$ cat config.mk
export PLATFORM = sky130hd
export DESIGN_NAME = shared_bus_controller
export DESIGN_NICKNAME = d
export VERILOG_FILES = /design/src/rtl/l2_bus_pkg.sv /design/src/rtl/shared_bus_controller_arbiter.sv /design/src/rtl/shared_bus_controller.sv
export SDC_FILE = /design/constraint.sdc
export NUM_CORES = 1
export LEC_CHECK = 0
export ABC_CLOCK_PERIOD_IN_PS = 9840
export CAP_MARGIN = 0
export CELL_PAD_IN_SITES_DETAIL_PLACEMENT = 2
export CELL_PAD_IN_SITES_GLOBAL_PLACEMENT = 2
export CORE_UTILIZATION = 23
export CTS_CLUSTER_DIAMETER = 150
export DETAILED_ROUTE_END_ITERATION = 10
export PLACE_DENSITY = 0.85
export SLEW_MARGIN = 40
export SYNTH_ARGS = -nofsm -noshare
export SYNTH_HDL_FRONTEND = slang
export SYNTH_SLANG_ARGS = --single-unit
$ cat constraint.sdc
create_clock -name clk -period 9.84 [get_ports clk]
set_clock_uncertainty 0.15 [all_clocks]
set_input_delay 0.984 -clock clk [delete_from_list [all_inputs] [get_ports clk]]
set_output_delay 0.984 -clock clk [all_outputs]
set_load 0.01 [all_outputs]
$ cat src/rtl/l2_bus_pkg.sv
// Shared types for the L2 shared-bus controller: bus op codes, snoop responses and FSM states.
package l2_bus_pkg;

  localparam logic [7:0] OP_READ  = 8'h52;
  localparam logic [7:0] OP_WRITE = 8'h57;
  localparam logic [7:0] OP_RWIM  = 8'h4D;
  localparam logic [7:0] OP_INVAL = 8'h49;

  typedef enum logic [1:0] {
    NOHIT = 2'b00,
    HIT   = 2'b01,
    HITM  = 2'b10,
    RSVD  = 2'b11
  } snoop_e;

  typedef enum logic [2:0] {
    ST_IDLE,
    ST_ADDR,
    ST_SNOOP,
    ST_DATA,
    ST_DONE
  } bus_state_e;

  function automatic logic isLegalOp(input logic [7:0] op);
    return (op == OP_READ) || (op == OP_WRITE) || (op == OP_RWIM) || (op == OP_INVAL);
  endfunction

endpackage

$ cat src/rtl/shared_bus_controller_arbiter.sv
// Round-robin requester pick: first active request after lastGrant, wrapping; one-hot, combinational.
module rr_arbiter #(
  parameter int N_REQ = 4
) (
  input  logic [N_REQ-1:0]         req,
  input  logic [$clog2(N_REQ)-1:0] lastGrant,
  output logic [N_REQ-1:0]         pick
);

  localparam int IDX_W = $clog2(N_REQ);

  always_comb begin
    int cand;
    logic [IDX_W-1:0] idx;
    logic found;
    pick  = '0;
    found = 1'b0;
    cand  = 0;
    idx   = '0;
    for (int i = 1; i <= N_REQ; i++) begin
      cand = int'(lastGrant) + i;
      if (cand >= N_REQ) cand = cand - N_REQ;
      idx = IDX_W'(cand);
      if (!found && req[idx]) begin
        pick[idx] = 1'b1;
        found     = 1'b1;
      end
    end
  end

endmodule

$ cat src/rtl/shared_bus_controller.sv
// L2 shared snooping-bus arbiter and transaction sequencer (IDLE->ADDR->SNOOP->DATA->DONE).
// Optional data-phase watchdog enabled by defining BUS_TIMEOUT_EN.
module shared_bus_controller
  import l2_bus_pkg::*;
#(
  parameter int N_REQ     = 4,
  parameter int ADDR_W    = 32,
  parameter int SNOOP_LAT = 2,
  parameter int TIMEOUT   = 64
) (
  input  logic                    clk,
  input  logic                    rst_n,
  input  logic [N_REQ-1:0]        req,
  input  logic [8*N_REQ-1:0]      req_op,
  input  logic [ADDR_W*N_REQ-1:0] req_addr,
  output logic [N_REQ-1:0]        gnt,
  output logic [N_REQ-1:0]        done,
  output logic [1:0]              rsp_snoop,
  output logic                    error,
  output logic [7:0]              bus_op,
  output logic [ADDR_W-1:0]       bus_addr,
  output logic                    bus_op_vld,
  input  logic [1:0]              snoop_in,
  input  logic                    data_ready
);

  localparam int IDX_W = $clog2(N_REQ);
  localparam int CNT_W = (SNOOP_LAT > 1) ? $clog2(SNOOP_LAT) : 1;
`ifdef BUS_TIMEOUT_EN
  localparam int TO_W  = (TIMEOUT > 1) ? $clog2(TIMEOUT) : 1;
`endif

  if (N_REQ < 2 || N_REQ > 8 || SNOOP_LAT < 1 || TIMEOUT < 1) begin : gBadParams
    $error("shared_bus_controller: parameter out of range");
  end

  bus_state_e        state;
  logic [N_REQ-1:0]  pick;
  logic [IDX_W-1:0]  pickIdx;
  logic [IDX_W-1:0]  curIdx;
  logic [IDX_W-1:0]  lastGrant;
  logic [7:0]        selOp;
  logic [ADDR_W-1:0] selAddr;
  logic [7:0]        latOp;
  logic              errFlag;
  logic [CNT_W-1:0]  snoopCnt;
  snoop_e            snoopVal;
`ifdef BUS_TIMEOUT_EN
  logic [TO_W-1:0]   toCnt;
`endif

  rr_arbiter #(.N_REQ(N_REQ)) uArb (
    .req      (req),
    .lastGrant(lastGrant),
    .pick     (pick)
  );

  always_comb begin
    pickIdx = '0;
    selOp   = '0;
    selAddr = '0;
    for (int i = 0; i < N_REQ; i++) begin
      if (pick[i]) begin
        pickIdx = IDX_W'(i);
        selOp   = req_op[i*8 +: 8];
        selAddr = req_addr[i*ADDR_W +: ADDR_W];
      end
    end
  end

  // Outputs are registered on entry to each state, so a state's outputs are visible for its whole cycle.
  always_ff @(posedge clk) begin
    if (!rst_n) begin
      state      <= ST_IDLE;
      gnt        <= '0;
      done       <= '0;
      rsp_snoop  <= '0;
      error      <= 1'b0;
      bus_op     <= '0;
      bus_addr   <= '0;
      bus_op_vld <= 1'b0;
      lastGrant  <= IDX_W'(N_REQ - 1);
      curIdx     <= '0;
      errFlag    <= 1'b0;
      snoopCnt   <= '0;
`ifdef BUS_TIMEOUT_EN
      toCnt      <= '0;
`endif
    end else begin
      unique case (state)
        ST_IDLE: begin
          if (|pick) begin
            gnt      <= pick;
            curIdx   <= pickIdx;
            latOp    <= selOp;
            snoopVal <= NOHIT;
            errFlag  <= !isLegalOp(selOp);
            if (isLegalOp(selOp)) begin
              bus_op     <= selOp;
              bus_addr   <= selAddr;
              bus_op_vld <= 1'b1;
            end
            state <= ST_ADDR;
          end
        end
        ST_ADDR: begin
          bus_op_vld <= 1'b0;
          if (errFlag) begin
            // Illegal op never reaches the bus; complete straight away with error.
            done      <= gnt;
            gnt       <= '0;
            rsp_snoop <= snoopVal;
            error     <= 1'b1;
            state     <= ST_DONE;
          end else begin
            snoopCnt <= CNT_W'(SNOOP_LAT - 1);
            state    <= ST_SNOOP;
          end
        end
        ST_SNOOP: begin
          if (snoopCnt == '0) begin
            snoopVal <= snoop_e'(snoop_in);
            if (latOp == OP_INVAL) begin
              done      <= gnt;
              gnt       <= '0;
              rsp_snoop <= snoop_in;
              error     <= 1'b0;
              bus_op    <= '0;
              bus_addr  <= '0;
              state     <= ST_DONE;
            end else begin
`ifdef BUS_TIMEOUT_EN
              toCnt <= '0;
`endif
              state <= ST_DATA;
            end
          end else begin
            snoopCnt <= snoopCnt - 1'b1;
          end
        end
        ST_DATA: begin
          if (data_ready) begin
            done      <= gnt;
            gnt       <= '0;
            rsp_snoop <= snoopVal;
            error     <= 1'b0;
            bus_op    <= '0;
            bus_addr  <= '0;
            state     <= ST_DONE;
          end
`ifdef BUS_TIMEOUT_EN
          else if (toCnt == TO_W'(TIMEOUT - 1)) begin
            done      <= gnt;
            gnt       <= '0;
            rsp_snoop <= snoopVal;
            error     <= 1'b1;
            bus_op    <= '0;
            bus_addr  <= '0;
            state     <= ST_DONE;
          end else begin
            toCnt <= toCnt + 1'b1;
          end
`endif
        end
        ST_DONE: begin
          done      <= '0;
          rsp_snoop <= '0;
          error     <= 1'b0;
          lastGrant <= curIdx;
          state     <= ST_IDLE;
        end
        default: state <= ST_IDLE;
      endcase
    end
  end

endmodule

# Word level (Yosys, flattened, before mapping)
# Index checks and enable logic that the tools add are counted.
[classes]
addsub = 9
magnitude_cmp = 12
eq_ne = 16
muxes = 86
bitwise_logic = 3
n_reduce_logical = 31
[op_table]
columns = ["operator", "count"]
rows = [
  ["32-bit two-way mux", 9],
  ["32-bit one-hot mux with 3 select lines", 1],
  ["8-bit two-way mux", 9],
  ["4-bit two-way mux", 13],
  ["8-bit by 7-bit == test with 1-bit output, second input constant", 5],
  ["4-bit one-hot mux with 4 select lines", 2],
  ["2-bit two-way mux", 12],
  ["8-bit one-hot mux with 3 select lines", 1],
  ["1-bit two-way mux", 20],
  ["3-bit two-way mux", 5],
  ["2-bit != test, second input constant", 7],
  ["2-bit by 3-bit < comparator with 1-bit output, second input constant", 4],
  ["4-bit bitwise OR", 3],
  ["3-bit one-hot mux with 4 select lines", 1],
  ["6-bit AND reduction", 2],
  ["3-bit greater-or-equal comparator, second input constant", 3],
  ["3-bit AND reduction", 3],
  ["1-bit binary-select mux with 2-bit select", 4],
  ["1-bit demux with 2-bit select", 4],
  ["2-bit by 1-bit greater-or-equal comparator with 1-bit output, second input constant", 4],
  ["2-bit one-hot mux with 4 select lines", 1],
  ["4-bit nonzero test", 2],
  ["2-bit by 1-bit subtractor with 2-bit output, second input constant", 4],
  ["1-bit logical AND", 7],
  ["other kinds (20)", 31],
]
[totals]
reg_bits = 71
inputBits = 169
output_inout_bits = 52
word_cells = 171

# Depth between registers and ports, before layout
[logic_depth]
word_depth = 26
mapped_depth = 15

# Modules after synthesis
# A second synthesis with hierarchy kept.
[unflattened]
cells_unflattened = 472
area_unflattened_um2 = 4325.4
[modules_own_cells]
columns = ["mod", "n_inst", "cells_each", "area_each_um2", "seq_area_each_um2"]
rows = [
  ["shared_bus_controller", 1, 434, 3967.6, 1521.5],
  ["rr_arbiter", 1, 38, 357.8, 0.0],
]

# Worst setup path before layout
# No wires, ideal clock.
[synth_path]
kind = "input to register"
start = "in req[2]"
end = "reg bus_op[0]"
setup_time_ns = 0.136
t_arrival_ns = 3.602
required_ns = 9.554
setup_slack_ns = 5.951
stages = 11
path_buffers = 3
cell_sequence = "mux4_2 > buf_6 > or2_4 > o311a_4 > buf_6 > a31o_1 > o41ai_2 > a2bb2oi_1 > o31a_4 > buf_6 > o22ai_1"
[synth_between]
elab_chain_len = 22
elab_cells_between_ends = 42
[synth_rtl]
columns = ["element", "line", "text"]
rows = [
  ["from (decl)", "shared_bus_controller.sv:13", "input logic [N_REQ-1:0] req,"],
  ["1-bit binary-select mux with 2-bit select", "shared_bus_controller_arbiter.sv:24", "if (!found && req[idx]) begin"],
  ["1-bit two-way mux (implied by the code)", "shared_bus_controller_arbiter.sv:24", ""],
  ["1-bit two-way mux", "shared_bus_controller_arbiter.sv:24", ""],
  ["1-bit zero test", "shared_bus_controller_arbiter.sv:24", ""],
  ["1-bit logical AND", "shared_bus_controller_arbiter.sv:24", ""],
  ["1-bit two-way mux", "shared_bus_controller_arbiter.sv:24", ""],
  ["1-bit zero test", "shared_bus_controller_arbiter.sv:24", ""],
  ["1-bit logical AND", "shared_bus_controller_arbiter.sv:24", ""],
  ["1-bit two-way mux", "shared_bus_controller_arbiter.sv:24", ""],
  ["1-bit zero test", "shared_bus_controller_arbiter.sv:24", ""],
  ["1-bit logical AND", "shared_bus_controller_arbiter.sv:24", ""],
  ["4-bit two-way mux (*)", "shared_bus_controller_arbiter.sv:24", ""],
  ["8-bit two-way mux (4 in series)", "shared_bus_controller.sv:63", "if (pick[i]) begin"],
  ["8-bit by 7-bit == test with 1-bit output", "l2_bus_pkg.sv:25", "return (op == OP_READ) || (op == OP_WRITE) || (op == OP_RWIM) || (op == OP_INVAL);"],
  ["1-bit logical OR (3 in series)", "l2_bus_pkg.sv:25", ""],
  ["2-bit != test (no line)", "--", ""],
  ["6-bit AND reduction (no line)", "--", ""],
  ["to (signal assigned)", "shared_bus_controller.sv:99", "bus_op <= selOp;"],
  ["to (decl)", "shared_bus_controller.sv:20", "output logic [7:0] bus_op,"],
]
# Mark *: on every way between the ends. The rest lies on a longest branch, timed or not. The select of a mux whose other input is x is not followed.
# A chain may end at the register's enable or synchronous reset.

# Worst setup path after layout
[layout_path]
start = "in req[2]"
end = "reg bus_addr[20]"
[layout_between]
elab_chain_len = 22
elab_cells_between_ends = 46
[layout_rtl]
columns = ["element", "line", "text"]
rows = [
  ["1-bit binary-select mux with 2-bit select", "shared_bus_controller_arbiter.sv:24", ""],
  ["1-bit two-way mux (implied by the code)", "shared_bus_controller_arbiter.sv:24", ""],
  ["1-bit two-way mux", "shared_bus_controller_arbiter.sv:24", ""],
  ["1-bit zero test", "shared_bus_controller_arbiter.sv:24", ""],
  ["1-bit logical AND", "shared_bus_controller_arbiter.sv:24", ""],
  ["1-bit two-way mux", "shared_bus_controller_arbiter.sv:24", ""],
  ["1-bit zero test", "shared_bus_controller_arbiter.sv:24", ""],
  ["1-bit logical AND", "shared_bus_controller_arbiter.sv:24", ""],
  ["[... 4 more ...]", "--", ""],
  ["8-bit two-way mux (3 in series)", "shared_bus_controller.sv:63", ""],
  ["8-bit two-way mux (*)", "shared_bus_controller.sv:63", ""],
  ["named net selOp[1]", "shared_bus_controller.sv:42", "logic [7:0] selOp;"],
  ["8-bit by 7-bit == test with 1-bit output", "l2_bus_pkg.sv:25", ""],
  ["1-bit logical OR (2 in series)", "l2_bus_pkg.sv:25", ""],
  ["1-bit logical OR (*)", "l2_bus_pkg.sv:25", ""],
  ["2-bit != test (no line) (*)", "--", ""],
  ["6-bit AND reduction (no line) (*)", "--", ""],
  ["to (signal assigned)", "shared_bus_controller.sv:100", "bus_addr <= selAddr;"],
  ["to (decl)", "shared_bus_controller.sv:21", "output logic [ADDR_W-1:0] bus_addr,"],
]
# The timed path passes the listed nets; every way through them passes the cells marked *. The select of a mux whose other input is x is not followed.

==> run summary <==
Initial DRT Pass Iterations: 8
Leak: 2.45 nW
WP data required: 9.87 ns
Crit path max-delay family: compound AO/OA/AOI/OAI gates
reg-to-reg endpoint: bus_addr[20]
Final #Nets: 910
Hold Path Stages: 2
worst reg2reg path depth: 12
EDFF count, synth: 10
Remaining DRCs: 4
commonest non-fill, non-tap cell in the layout: clkdlybuf4s50_1
CP Max Fanout: 40
flops & latches, synth: 71
Avg Cell Area, Syn: 7.99 um^2
largest net degree at the start of global routing: 74
worst hold margin: 0.284 ns
CTS tree: done
first-pass GRT wire length: 29,700 um
Worst Setup End Kind: register
FILL cells: 2,036
Worst path slowest cell: mux4_2
failing checks: DRC
sw frac: 0.436
top-area cell type share of the netlist area: 0.285
placement-stage cell area: 0.00663 mm^2
fmax: 0.202 GHz
Max stage delay on crit path: 0.62 ns
DRT Wirelength: 19,000 um
I/O pins: 221
status: finished, violations left
startpoint types: primary input
Layout Utilization: 0.381
fin crit share: 0.503
Hold EP: bus_op[5]
post-synthesis cell type count: 62
commonest non-fill, non-tap cells in the layout: 220 x clkdlybuf4s50_1, 65 x nor2_1, 61 x dfxtp_1, 58 x a21oi_1, 49 x inv_1
vias in the first global route: 5,490
Seq/Total Area, Yosys: 0.355
area delta synth->final: 61.1%
Top FF cell, synth: dfxtp_1
antenna violations before repair: 0
DP HPWL: 14,900 um
die height: 139 um
Reg power frac: 0.263
Psw: 0.000686 W
CP startpoint: req[2]
post-layout min period: 4.95 ns
Slew headroom: 0.501
die area: 0.0192 mm^2
detail-routed via count per cell: 5.11
row cnt: 49
routed len/inst: 19.6 um
hold path start: bus_op[5]
Max Cap Viol: 0
Skew-Pair Late Insertion Delay: 0.33 ns
# setup viols final: 0
RSZ-0062 raised after global routing: no
setup ws final: 4.89 ns
final hold violation count: 0
clock buffer depth: 2
combinational power share: 0.546
Async S/R FF share, synth: 0
Min-Delay Path Class: reg -> reg
Setup Crit Path Kind: in -> reg
reg-to-reg slack, setup: 4.98 ns
global route overflow: 0
Final GP Congestion: 0.777
Cells after Synth: 537
Total GRT Usage: 0.198
Yosys warning total: 0
post-CTS sizing: 0
Data arrival, critical path: 4.98 ns
Pint: 0.000888 W
CP Cell Sequence: clkdlybuf4s50_1 > mux4_2 > nor2_1 > nand3_1 > nand2_1 > buf_4 > nand3_1 > a31oi_1 > o2111a_2 > o31a_4 > o22ai_1
VDD IR-drop max: 0.108 mV
clock sink total: 71
syn_nets: 714
most used cell along the critical path: nand3_1
vias: 4,942
worst-margin pin slew: 0.748 ns
power per cell area: 228 mW/mm^2
Setup Fix Bufs, Post-CTS: 0
1st-iter DRT viols: 187
Starting Density: 0.236
Reg-to-Reg Start: lastGrant[0]
die extent in x: 139 um
Clk pin slew, worst setup/hold paths: 0.05 ns
port bufs: 220
setup tns final: 0 ns
Placement Setup Slack: 4.50 ns
fin area: 0.00691 mm^2
Syn Std Cell Area: 0.00429 mm^2
Core ar.: 0.0181 mm^2
Max Slew Vio Count: 0
Hold Buf Count CTS: 0
CTS buffer count: 9
Area contributors post-synth: dfxtp_1 28%, edfxtp_1 7.0%, a221oi_1 6.9%
root buffer cell: clkbuf_16
Synth area leader: dfxtp_1
htree depth: 3
CP bufs+invs: 2
Routed Antenna Nets: 0
n_diodes: 0
share of layout cells above drive strength 1: 0.0610
clock share of power: 0.191
## final cells by class
class	count	area, um^2	share of cell area
clock buffer	13	260	0.0376
clock inverter	3	17.5	0.00253
inverter	50	188	0.0271
multi-input combinational	376	2390	0.346
sequential	71	1520	0.220
tap	229	287	0.0414
timing repair buffer	225	2250	0.325
## sequential cells by signal, summed over array words and instances (netlist names), 2 cells and up
register / count
bus_addr: 32
bus_op: 8
curIdx: 2
done: 4
gnt: 4
lastGrant: 2
latOp: 8
rsp_snoop: 2
snoopVal: 2
state: 3
## cells by family after synthesis
logic type      share of synthesized area
mux                                0.0364
fa+ha+maj                          0.0233
buf+inv                            0.0921
xor+xnor                          0.00408
simple gates                        0.202
compound gates                      0.287
flops                               0.355
## metal layers
layer / share of wire / global-route usage / vias up
met1: 0.38 / 0.212 / 2405
met3: 0.056 / 0.0494 / 21
met5: 0 / 0 / -
met4: 0.018 / 0.0609 / 0
li1: - / - / 2369
met2: 0.54 / 0.379 / 147
## synth_stat cells (2+ instances only)
cell type,number
a211o_1,2
a211oi_1,3
a21o_1,2
a21oi_1,58
a221oi_1,34
a221oi_2,2
a31oi_1,5
and2_1,5
and3_1,3
buf_1,5
buf_2,4
buf_6,7
clkbuf_1,24
dfxtp_1,61
edfxtp_1,10
ha_1,8
inv_1,49
mux2_2,5
mux4_2,4
nand2_1,27
nand2b_1,2
nand3_1,15
nand3b_1,2
nand4_1,5
nor2_1,65
nor2b_1,4
nor3_1,37
o211ai_1,2
o21a_1,2
o21ai_0,12
o21ai_1,4
o22ai_1,35
or3_1,4
or3b_2,2
## stage by stage
stage,total power (W),instances
6_report,0.00157,967
5_1_grt,0.00169,967
4_1_cts,0.00160,967
3_5_place_dp,0.00128,951
3_3_place_gp,0.00122,950
2_1_floorplan,0.00100,537
## worst max path at each step
stage                    to  slack (ns)  cells past startpoint
3_5_place_dp   bus_addr[20]        4.50                     10
3_3_place_gp    bus_addr[6]        4.71                     11
2_1_floorplan     bus_op[0]        5.95                     11
5_1_grt        bus_addr[20]        4.51                     12
4_1_cts        bus_addr[20]        4.86                     10
6_report       bus_addr[20]        4.89                     11
## worst reg2reg max path: stages (launching register included)
cell and delay [ns]:
dfxtp_1 0.66, inv_1 0.20, ha_1 0.38, mux4_2 0.43
nor2_1 0.32, nand3_1 0.34, nand2_1 0.28, buf_4 0.40
nand3_1 0.15, a31oi_1 0.39, o2111a_2 0.40, o31a_4 0.46
o22ai_1 0.17
## power groups by stage
stage / Clock, W / Sequential, W / Combinational, W
floorplan: 0 / 0.000394 / 0.000607
global placement: 0 / 0.000413 / 0.000808
detailed placement: 0 / 0.000420 / 0.000861
CTS: 0.000315 / 0.000415 / 0.000868
global route: 0.000324 / 0.000422 / 0.000944
finish: 0.000301 / 0.000414 / 0.000859
Power figures use the tool's default switching activity.
